File: src/rtl/prog_loader.sv
// prog_loader
//   Receives a byte stream, builds 16-bit instruction words (high byte
//   first), rejects encodings the instruction decoder cannot execute, and
//   writes legal words to the 32-word program memory. Holds the CPU while
//   a load runs and while an error is latched.
//
// Ports
//   clk, rst_n          clock (rising edge), async active-low reset
//   start, len          begin a load of len words (IDLE/DONE/ERROR only)
//   byte_in, byte_valid stream byte and its valid flag
//   byte_ready          loader accepts a byte this cycle (decoded from state)
//   pm_we/waddr/wdata   program memory write port
//   cpu_hold            keeps the CPU stalled
//   busy, done, err     status; done and err are sticky until next start
//   err_addr            offending word address (0 for a bad len)
//   word_cnt            words written in the current load
//
// state | meaning
// ------+------------------------------------------------------------
// IDLE  | after reset, waiting for start
// HI    | waiting for the high byte of the next word
// LO    | waiting for the low byte; word is checked on arrival
// WRITE | one-cycle program memory write of the assembled word
// DONE  | load finished cleanly, CPU released
// ERROR | load aborted, CPU held until the next start
module prog_loader #(
    parameter int PM_DEPTH = 32,
    parameter int PM_AW    = 5
) (
    input  logic             clk,
    input  logic             rst_n,
    input  logic             start,
    input  logic [5:0]       len,
    input  logic [7:0]       byte_in,
    input  logic             byte_valid,
    output logic             byte_ready,
    output logic             pm_we,
    output logic [PM_AW-1:0] pm_waddr,
    output logic [15:0]      pm_wdata,
    output logic             cpu_hold,
    output logic             busy,
    output logic             done,
    output logic             err,
    output logic [PM_AW-1:0] err_addr,
    output logic [5:0]       word_cnt
);

    typedef enum logic [2:0] {
        S_IDLE,
        S_HI,
        S_LO,
        S_WRITE,
        S_DONE,
        S_ERROR
    } state_t;

    state_t             state, state_next;
    logic [7:0]         hi_q;
    logic [5:0]         len_q;
    logic [PM_AW-1:0]   addr;
    logic [15:0]        word_asm;
    logic               load;
    logic               take_hi;
    logic               take_lo;
    logic               bad_word;

    function automatic logic is_legal(input logic [3:0] op, input logic [3:0] rc);
        logic ok;
        ok = 1'b0;
        case (op)
            4'h0, 4'h1, 4'h2, 4'h3, 4'h4, 4'h5, 4'h7: ok = (rc <= 4'h4) || (rc >= 4'hC);
            // ST cannot target the immediate pseudo-register (rc=4)
            4'h6:       ok = (rc <= 4'h3) || (rc >= 4'hC);
            4'hA, 4'hF: ok = 1'b1;
            default:    ok = 1'b0;
        endcase
        return ok;
    endfunction

    assign word_asm   = {hi_q, byte_in};
    assign byte_ready = (state == S_HI) || (state == S_LO);

    always_comb begin
        state_next = state;
        load       = 1'b0;
        take_hi    = 1'b0;
        take_lo    = 1'b0;
        bad_word   = 1'b0;
        case (state)
            S_IDLE, S_DONE, S_ERROR: begin
                if (start) begin
                    load = 1'b1;
                    if ((len == 6'd0) || (len > 6'(PM_DEPTH)))
                        state_next = S_ERROR;
                    else
                        state_next = S_HI;
                end
            end
            S_HI: begin
                if (byte_valid) begin
                    take_hi    = 1'b1;
                    state_next = S_LO;
                end
            end
            S_LO: begin
                if (byte_valid) begin
                    if (is_legal(word_asm[15:12], word_asm[11:8])) begin
                        take_lo    = 1'b1;
                        state_next = S_WRITE;
                    end else begin
                        bad_word   = 1'b1;
                        state_next = S_ERROR;
                    end
                end
            end
            S_WRITE: begin
                if (word_cnt + 6'd1 == len_q)
                    state_next = S_DONE;
                else
                    state_next = S_HI;
            end
            default: state_next = S_IDLE;
        endcase
    end

    always_ff @(posedge clk or negedge rst_n) begin
        if (!rst_n) begin
            state    <= S_IDLE;
            hi_q     <= '0;
            len_q    <= '0;
            addr     <= '0;
            pm_we    <= 1'b0;
            pm_waddr <= '0;
            pm_wdata <= '0;
            cpu_hold <= 1'b0;
            busy     <= 1'b0;
            done     <= 1'b0;
            err      <= 1'b0;
            err_addr <= '0;
            word_cnt <= '0;
        end else begin
            state <= state_next;

            // Status outputs are registered copies of the next state so they
            // line up exactly with the state they describe.
            pm_we    <= take_lo;
            cpu_hold <= (state_next == S_HI) || (state_next == S_LO) ||
                        (state_next == S_WRITE) || (state_next == S_ERROR);
            busy     <= (state_next == S_HI) || (state_next == S_LO) ||
                        (state_next == S_WRITE);
            done     <= (state_next == S_DONE);
            err      <= (state_next == S_ERROR);

            if (load) begin
                len_q    <= len;
                addr     <= '0;
                word_cnt <= '0;
                err_addr <= '0;
            end

            if (take_hi)
                hi_q <= byte_in;

            if (take_lo) begin
                pm_waddr <= addr;
                pm_wdata <= word_asm;
            end

            if (bad_word)
                err_addr <= addr;

            if (state == S_WRITE) begin
                word_cnt <= word_cnt + 6'd1;
                if (state_next == S_HI)
                    addr <= addr + PM_AW'(1);
            end
        end
    end

endmodule

File: config.mk
export PLATFORM = sky130hd
export DESIGN_NAME = prog_loader
export DESIGN_NICKNAME = d
export VERILOG_FILES = /design/src/rtl/prog_loader.sv
export SDC_FILE = /design/constraint.sdc
export NUM_CORES = 1
export LEC_CHECK = 0
export CAP_MARGIN = 5
export CORE_AREA = 2 2 84 86
export CTS_BUF_LIST = sky130_fd_sc_hd__clkbuf_8
export DETAILED_ROUTE_END_ITERATION = 10
export DIE_AREA = 0 0 86 88
export PLACE_DENSITY = 0.7
export SLEW_MARGIN = 20
export SYNTH_ARGS = -nofsm -noshare
export SYNTH_HDL_FRONTEND = slang
export SYNTH_SLANG_ARGS = --single-unit
File: constraint.sdc
create_clock -name clk -period 2.1 [get_ports clk]
set_clock_uncertainty 0.05 [all_clocks]
set_input_delay 0.21 -clock clk [delete_from_list [all_inputs] [get_ports clk]]
set_output_delay 0.21 -clock clk [all_outputs]
set_load 0.02 [all_outputs]
**Word-level counts from Yosys, hierarchy flattened**

Index checks and enable logic that the tools add are counted.

- Flip-flop bits (word level): 59
- Latch bits: 0
- Bits in writable memories: 0
- Bits in read-only memories: 0
- Input bits: 18
- Output and inout bits: 38
- Memories: 0

- Add/sub/neg operators: 2
- Multiply operators: 0
- Div/mod/pow operators: 0
- Magnitude comparators: 4
- Equal/unequal tests: 20
- Shifts and indexed selects: 0
- Mux-type cells: 27
- Bitwise gates (word level): 0
- Reduce and logical (&&, ||, !) cells: 15

Operators by type and width:

| cell | count |
|---|---|
| $mux W5 | 5 |
| $mux W3 | 6 |
| $eq A4 B3 Y1 const B | 4 |
| $eq A3 B2 Y1 const B | 4 |
| $eq A3 B3 Y1 const B | 4 |
| $mux W1 | 12 |
| $mux W6 | 2 |
| $pmux W3 S4 | 1 |
| $eq A4 B2 Y1 const B | 2 |
| $eq A4 B4 Y1 const B | 2 |
| $logic_or A1 B1 Y1 | 7 |
| $reduce_or A7 Y1 | 1 |
| $add A6 B1 Y6 const B | 1 |
| $eq A3 B1 Y1 const B | 2 |
| $eq A6 B6 Y1 | 1 |
| $gt A6 B6 Y1 const B | 1 |
| $logic_not A6 Y1 | 1 |
| $add A5 B1 Y5 const B | 1 |
| $eq A4 B1 Y1 const B | 1 |
| $ge A4 B4 Y1 const B | 1 |
| $le A4 B2 Y1 const B | 1 |
| $le A4 B3 Y1 const B | 1 |
| $logic_not A4 Y1 | 1 |
| $reduce_bool A2 Y1 | 2 |
| other kinds (4) | 4 |

**Logic depth before layout (Yosys ltp)**

Gate-level depths: netlist of run 1.

- Word-level depth: 12
- Depth in mapped cells: 8

**Worst setup path before layout of run 1**

OpenSTA, ideal clock, no wires.

- Path type: flip-flop to flip-flop
- Start point: register word_cnt[0]
- End point: register addr[1]
- Library setup time: 125 ps
- Arrival time: 2037 ps
- Required time: 1925 ps
- Path slack: -111 ps
- Cell stages (with the launch flop): 8
- Path buffers: 1
- Clock period less this slack: 2211 ps
- Path through: dfrtp_1 > ha_1 > xnor3_1 > nand3_1 > or2_1 > buf_2 > o21ai_1 > mux2_2

- Longest elaborated chain between the ends: 7

RTL lines:

| element | line | RTL |
|---|---|---|
| start, declared | 45 | `output logic [5:0] word_cnt` |
| start signal, assigned | 173 | `word_cnt <= word_cnt + 6'd1;` |
| $add A6 B1 Y6 | 117 | `if (word_cnt + 6'd1 == len_q)` |
| $eq A6 B6 Y1 | 117 |  |
| $mux W3 | 117 |  |
| $pmux W3 S4 | 89 | `case (state)` |
| $eq A3 B1 Y1 | 174 | `if (state_next == S_HI)` |
| $mux W5 | 174 |  |
| $mux W5 | 172 | `if (state == S_WRITE) begin` |
| end signal, assigned | 175 | `addr <= addr + PM_AW'(1);` |
| end, declared | 60 | `logic [PM_AW-1:0] addr;` |

Every way passes these cells.
A chain may end at the register's enable or synchronous reset.

**Worst setup path in the final report of run 1**

Ends and elaborated chain as after synthesis.

==> results.cfg, run 1 <==
[cts]
cts_buffers = 9
clk_pin_slew_ns = 0.07
root_buffer = clkbuf_8
htree_levels = 3
clock_path_buffers = 2
clk_latency_ns = 0.33
cts_setup_buffers = 0
cts_tree = done
clock-sinks = 59

[route]
dr.pass1.iters = 4
ant_nets = 0
avgRoutedWirePerCell_um = 15.4
wirelength_mm = 5.63
num_vias = 1850
routed_via_density = 5.07
remaining_drc_errors = 0
drt_iter0_markers = 74

[critical_path]
cp-end-kind = register
worst-setup-path-type = reg2reg
r2r_slack_ns = 0.07
cp_slowest_stage_delay_ns = 0.40
cp-start-kind = register
cp.required_ns = 2.27
crit_fanout = 7
cp_cell_sequence = ha_2 > xnor3_1 > nand3_1 > or2_1 > o21ai_2 > mux2_2
cp_slowest_cell = dfrtp_2
reg2reg_to = addr[1]
worstReg2RegStart = word_cnt[0]
rr_worst_depth = 6
arrival_ns = 2.20

[sta]
slew-limit-headroom = 0.685
final_max_slew_viol_count = 0
clock.fmax_mhz = 492
timing.final.crit_share = 0.968
layout_setup_ws_ns = 0.0681
hold_viol = 0
setup_viol = 0
min_period_ns = 2.03
tightest_slew_ns = 0.467

[synthesis]
synth_flop_cell = dfrtp_1
yosysSeqAreaShare = 0.543
yosysTopAreaCell = dfrtp_1
netlist_top_cells_area = dfrtp_1 (54%), mux2_2 (16%), o21ai_0 (2.6%), xnor2_1 (2.3%), and3_1 (1.6%)
ys_types = 46
ys.warnings.count = 0
ys_seq_elements = 59
netlist_area_sq_mm = 0.00272
synth_top_area_frac = 0.543
synth_edf_count = 0
synthTopCellsByCount = dfrtp_1 (59), mux2_2 (39), o21ai_0 (14)
synth_cells = 210
synth.most_common_cell = dfrtp_1
syn_avg_cell_area_sq_um = 12.9
synth_nets = 230
async_flop_share = 1.00

[place]
place_congestion = 0.800
dp_cells = 348
place.port_buffers = 55
dpl.hpwl_mm = 3.88
post_dp_cell_area_sq_mm = 0.00341
pre_cts_slack_ns = -0.219

[global_route]
antenna_found_initial = 0
gr-total-overflow = 0
grt_pass1_wl_mm = 9.32
grt_pass1_vias = 1927
grt_start_max_net_pins = 60
track_usage = 0.161

[die]
num_rows = 30
initial_core_util = 0.409
core-area_sq_mm = 0.00664
die_height_um = 88
die_area_sq_mm = 0.00757
boundaryPins = 56
die_width_um = 86

[power_and_ir_drop]
switching_share = 0.333
p_seq_frac = 0.358
p_leak_nw = 1.61
pwr-share-comb = 0.407
power.total_w = 0.00499
p_switching_w = 0.00166
pwr-share-clk = 0.236
pwr_density_cell_mw_per_mm2 = 1370
irDropWorstVdd_uv = 748
internal_power_w = 0.00333

[hold_path]
hold_class = in2async

[outcome]
outcome = completed

[job]
drv_cap = 0

[layout]
diodes = 0
drive_gt1_frac = 0.270
stdcell_area_sq_mm = 0.00366
areaGrowthSynthToFinish_pct = 34.5
final_util = 0.550
nNetsFinal = 300
fin_cells = 365
## placed cells by master (no fill, tap or decap), types with 2 or more instances in the layout
master,count
nor2b_1,4
mux2i_1,2
and3_1,7
mux2_2,39
xor2_1,2
clkbuf_8,11
nor3b_1,2
o21ai_0,14
buf_12,2
nor3_1,5
or3_1,2
nand2b_1,3
nor2_1,5
nand3b_1,3
bufinv_16,2
o211ai_1,3
dfrtp_1,58
nand3_1,5
nand2_1,7
xnor2_1,7
a21oi_1,2
inv_1,5
a31oi_1,2
clkdlybuf4s50_1,54
buf_4,10
## critical path: cells and delay by family (launching register included)
family	cells	cell delay [ns]
AO/OA/AOI/OAI	1	0.21
XOR/XNOR	1	0.26
adder cells (fa/ha/maj)	1	0.21
flip-flops	1	0.40
multiplexers	1	0.34
AND/OR/NAND/NOR	2	0.45
## cell type report
class	instances	area [sq um]
Sequential cell	59	1480
Timing Repair Buffer	68	671
Fill cell	570	2990
Tap cell	80	100
Clock buffer	11	151
Multi-Input combinational cell	138	1170
Clock inverter	5	76.3
Inverter	4	15.0
## flip-flops by register name (all words and copies together) (netlist names)
| signal | flops |
|---|---|
| err | 1 |
| pm_wdata | 16 |
| pm_waddr | 5 |
| state | 3 |
| addr | 5 |
| word_cnt | 6 |
| cpu_hold | 1 |
| hi_q | 8 |
| done | 1 |
| len_q | 6 |
| pm_we | 1 |
| err_addr | 5 |
| busy | 1 |
## cells by family (layout without fill, tap and decap cells)
kind of cell | after synthesis | count (layout) | share of synthesized area
xor+xnor | 11 | 11 | 0.0460
flops | 59 | 59 | 0.543
fa+ha+maj | 2 | 2 | 0.00920
simple gates | 53 | 53 | 0.124
mux | 41 | 41 | 0.169
compound gates | 31 | 31 | 0.0736
buf+inv | 13 | 88 | 0.0354
## repair_timing
action                                  in CTS  in global routing
endpoints found under the setup margin       0                  6
hold endpoints to repair                    59                  0
hold buffers                                 1                  0
resized for setup                            0                  2
## power groups by stage
| stage | Clock (W) | Combinational, W | Sequential, W |
|---|---|---|---|
| 2_1_floorplan | 0 | 0.00101 | 0.00203 |
| 3_3_place_gp | 0 | 0.00199 | 0.00180 |
| 3_5_place_dp | 0 | 0.00201 | 0.00182 |
| 4_1_cts | 0.00120 | 0.00202 | 0.00180 |
| 5_1_grt | 0.00127 | 0.00219 | 0.00185 |
| 6_report | 0.00118 | 0.00203 | 0.00179 |
## per-stage QoR
| stage | hold slack, ns | TNS [ns] |
|---|---|---|
| after global routing | 0.397 | -0.00331 |
| after CTS | 0.376 | 0 |
| final | 0.371 | 0 |
| after floorplan | -0.136 | 0 |
| after global placement | 0.191 | -0.526 |
| after detailed placement | 0.191 | -0.792 |
## routing by layer
layer | vias to the layer above | routed length, um | track usage
met2 | 45 | 2740 | 0.255
li1 | 894 | - | -
met3 | 9 | 298 | 0.0481
met4 | 0 | 86 | 0.0736
met1 | 902 | 2500 | 0.205
met5 | - | 0 | 0
## worst max-delay path by stage
stage,from,to,slack (ns),depth (start not counted)
detailed placement,len[0],done,-0.22,6
global route,word_cnt[0],addr[1],-0.003,6
floorplan,word_cnt[1],addr[1],0.02,7
global placement,len[0],done,-0.17,6
CTS,state[1],byte_ready,0.08,4
finish,word_cnt[0],addr[1],0.07,6
Note: power is estimated with default switching activity, not from simulation.
==> run 2: changes to the inputs <==
Settings changed: PLACE_DENSITY 0.7 to 0.69.
==> results.cfg, run 2 (synthesized netlist as in run 1, its figures left out) <==
[outcome]
outcome = completed

[cts]
htree_levels = 3
cts_setup_buffers = 0
clock-sinks = 59
clk_latency_ns = 0.34
root_buffer = clkbuf_8
clk_pin_slew_ns = 0.07
cts_buffers = 9
cts_tree = done
clock_path_buffers = 2

[die]
die_width_um = 86
initial_core_util = 0.409
boundaryPins = 56
num_rows = 30
die_height_um = 88
die_area_sq_mm = 0.00757
core-area_sq_mm = 0.00664

[layout]
layout_commonest_cell = dfrtp_1
nNetsFinal = 301
layout_common_cells = dfrtp_1 (58), clkdlybuf4s50_1 (54), mux2_2 (39), o21ai_0 (14), buf_4 (12)
drive_gt1_frac = 0.269
reg.largest.list = pm_wdata x16, hi_q x8
diodes = 0
fillers = 595
largest_reg_flops = 16
largest_register = pm_wdata
areaGrowthSynthToFinish_pct = 33.3

[power_and_ir_drop]
p_leak_nw = 1.59
pwr_density_cell_mw_per_mm2 = 1350
power.total_w = 0.00491
irDropWorstVdd_uv = 694

[place]
place_congestion = 0.779
dpl.hpwl_mm = 4.16
place.port_buffers = 55

[critical_path]
crit_fanout = 8
cp_cell_sequence = nand2b_1 > and3_1 > or4_1 > mux2_2
cp.required_ns = 2.27
cp-start-kind = register
cp_slowest_stage_delay_ns = 0.72
cp_slowest_cell = or4_1
worst-setup-path-type = reg2reg
r2r_slack_ns = 0.08
cp-end-kind = register
crit_family = simple AND/OR/NAND/NOR gates
critPathBufInv = 0
arrival_ns = 2.18

[route]
wirelength_mm = 5.72
remaining_drc_errors = 0
dr.pass1.iters = 4
ant_nets = 0
drt_iter0_markers = 46
routed_via_density = 5.16
num_vias = 1887
avgRoutedWirePerCell_um = 15.6

[global_route]
grt_pass1_wl_mm = 9.36
track_usage = 0.165
grt_pass1_vias = 1942
gr-total-overflow = 0
grt_start_max_net_pins = 36
antenna_found_initial = 0

[sta]
slew-limit-headroom = 0.597
hold_viol = 0
clock.fmax_mhz = 496
setup_tns_ns = 0
timing.final.crit_share = 0.960
rsz0062_at_grt = no
min_period_ns = 2.02
setup_viol = 0
tightest_slew_ns = 0.604
final_max_slew_viol_count = 0

[hold_path]
hold_class = in2async

[job]
drv_cap = 0
run 2: cell count changes in the layout (fill, tap and decap cells not counted), sizes merged:
cell / previous run / this run
buf: 13 / 14
clkbuf: 11 / 9
clkinv: 1 / 2
inv: 5 / 6
run 2: metrics by stage:
step | util | worst slack [ns] | cells | hold WS [ns] | instance area [sq um]
floorplan | - | 0.0214 | 210 | -0.136 | 2730
global placement | 0.512 | -0.171 | 349 | 0.206 | 3400
detailed placement | 0.512 | -0.229 | 349 | 0.214 | 3400
CTS | 0.545 | 0.0648 | 366 | 0.382 | 3620
global route | 0.546 | 0.000567 | 366 | 0.419 | 3620
finish | 0.546 | 0.0844 | 366 | 0.365 | 3620
run 2: report_power, final:
part / total [W] / internal (W) / switching [W]
Sequential: 0.00179 / 0.00152 / 0.000267
Combinational: 0.00202 / 0.00108 / 0.000939
Clock: 0.00110 / 0.000655 / 0.000444
Total: 0.00491 / 0.00326 / 0.00165
run 2: final timing paths:
kind                                to  cells past startpoint        start
min in group clk           pm_wdata[8]                      1  pm_wdata[8]
hold / removal             word_cnt[2]                      2        rst_n
hold reg to reg            pm_wdata[8]                      1  pm_wdata[8]
max in group asynchronous      hi_q[3]                      3        rst_n
setup reg to reg           err_addr[0]                      4      hi_q[2]
setup / recovery           err_addr[0]                      4      hi_q[2]
run 2: cell type report:
class	instances	area, sq um	area share
inverter	4	15.0	0.00414
tap	80	100	0.0276
clock inverter	7	85.1	0.0235
timing repair buffer	69	666	0.184
clock buffer	9	124	0.0342
multi-input combinational	138	1160	0.319
sequential	59	1480	0.408
run 2: what timing repair did:
action | 4_1_cts | 5_1_grt
hold buffers | 1 | 0
endpoints found under the setup margin | 0 | 1
endpoints found under the hold margin | 24 | 0
gates resized for setup | 0 | 1
run 2: routing by layer:
metal / up-vias / global-route usage / wire [um]
met2: 49 / 0.268 / 2850
met3: 9 / 0.0594 / 335
met4: 0 / 0.0823 / 97
met5: - / 0 / 0
li1: 893 / - / -
met1: 936 / 0.193 / 2440
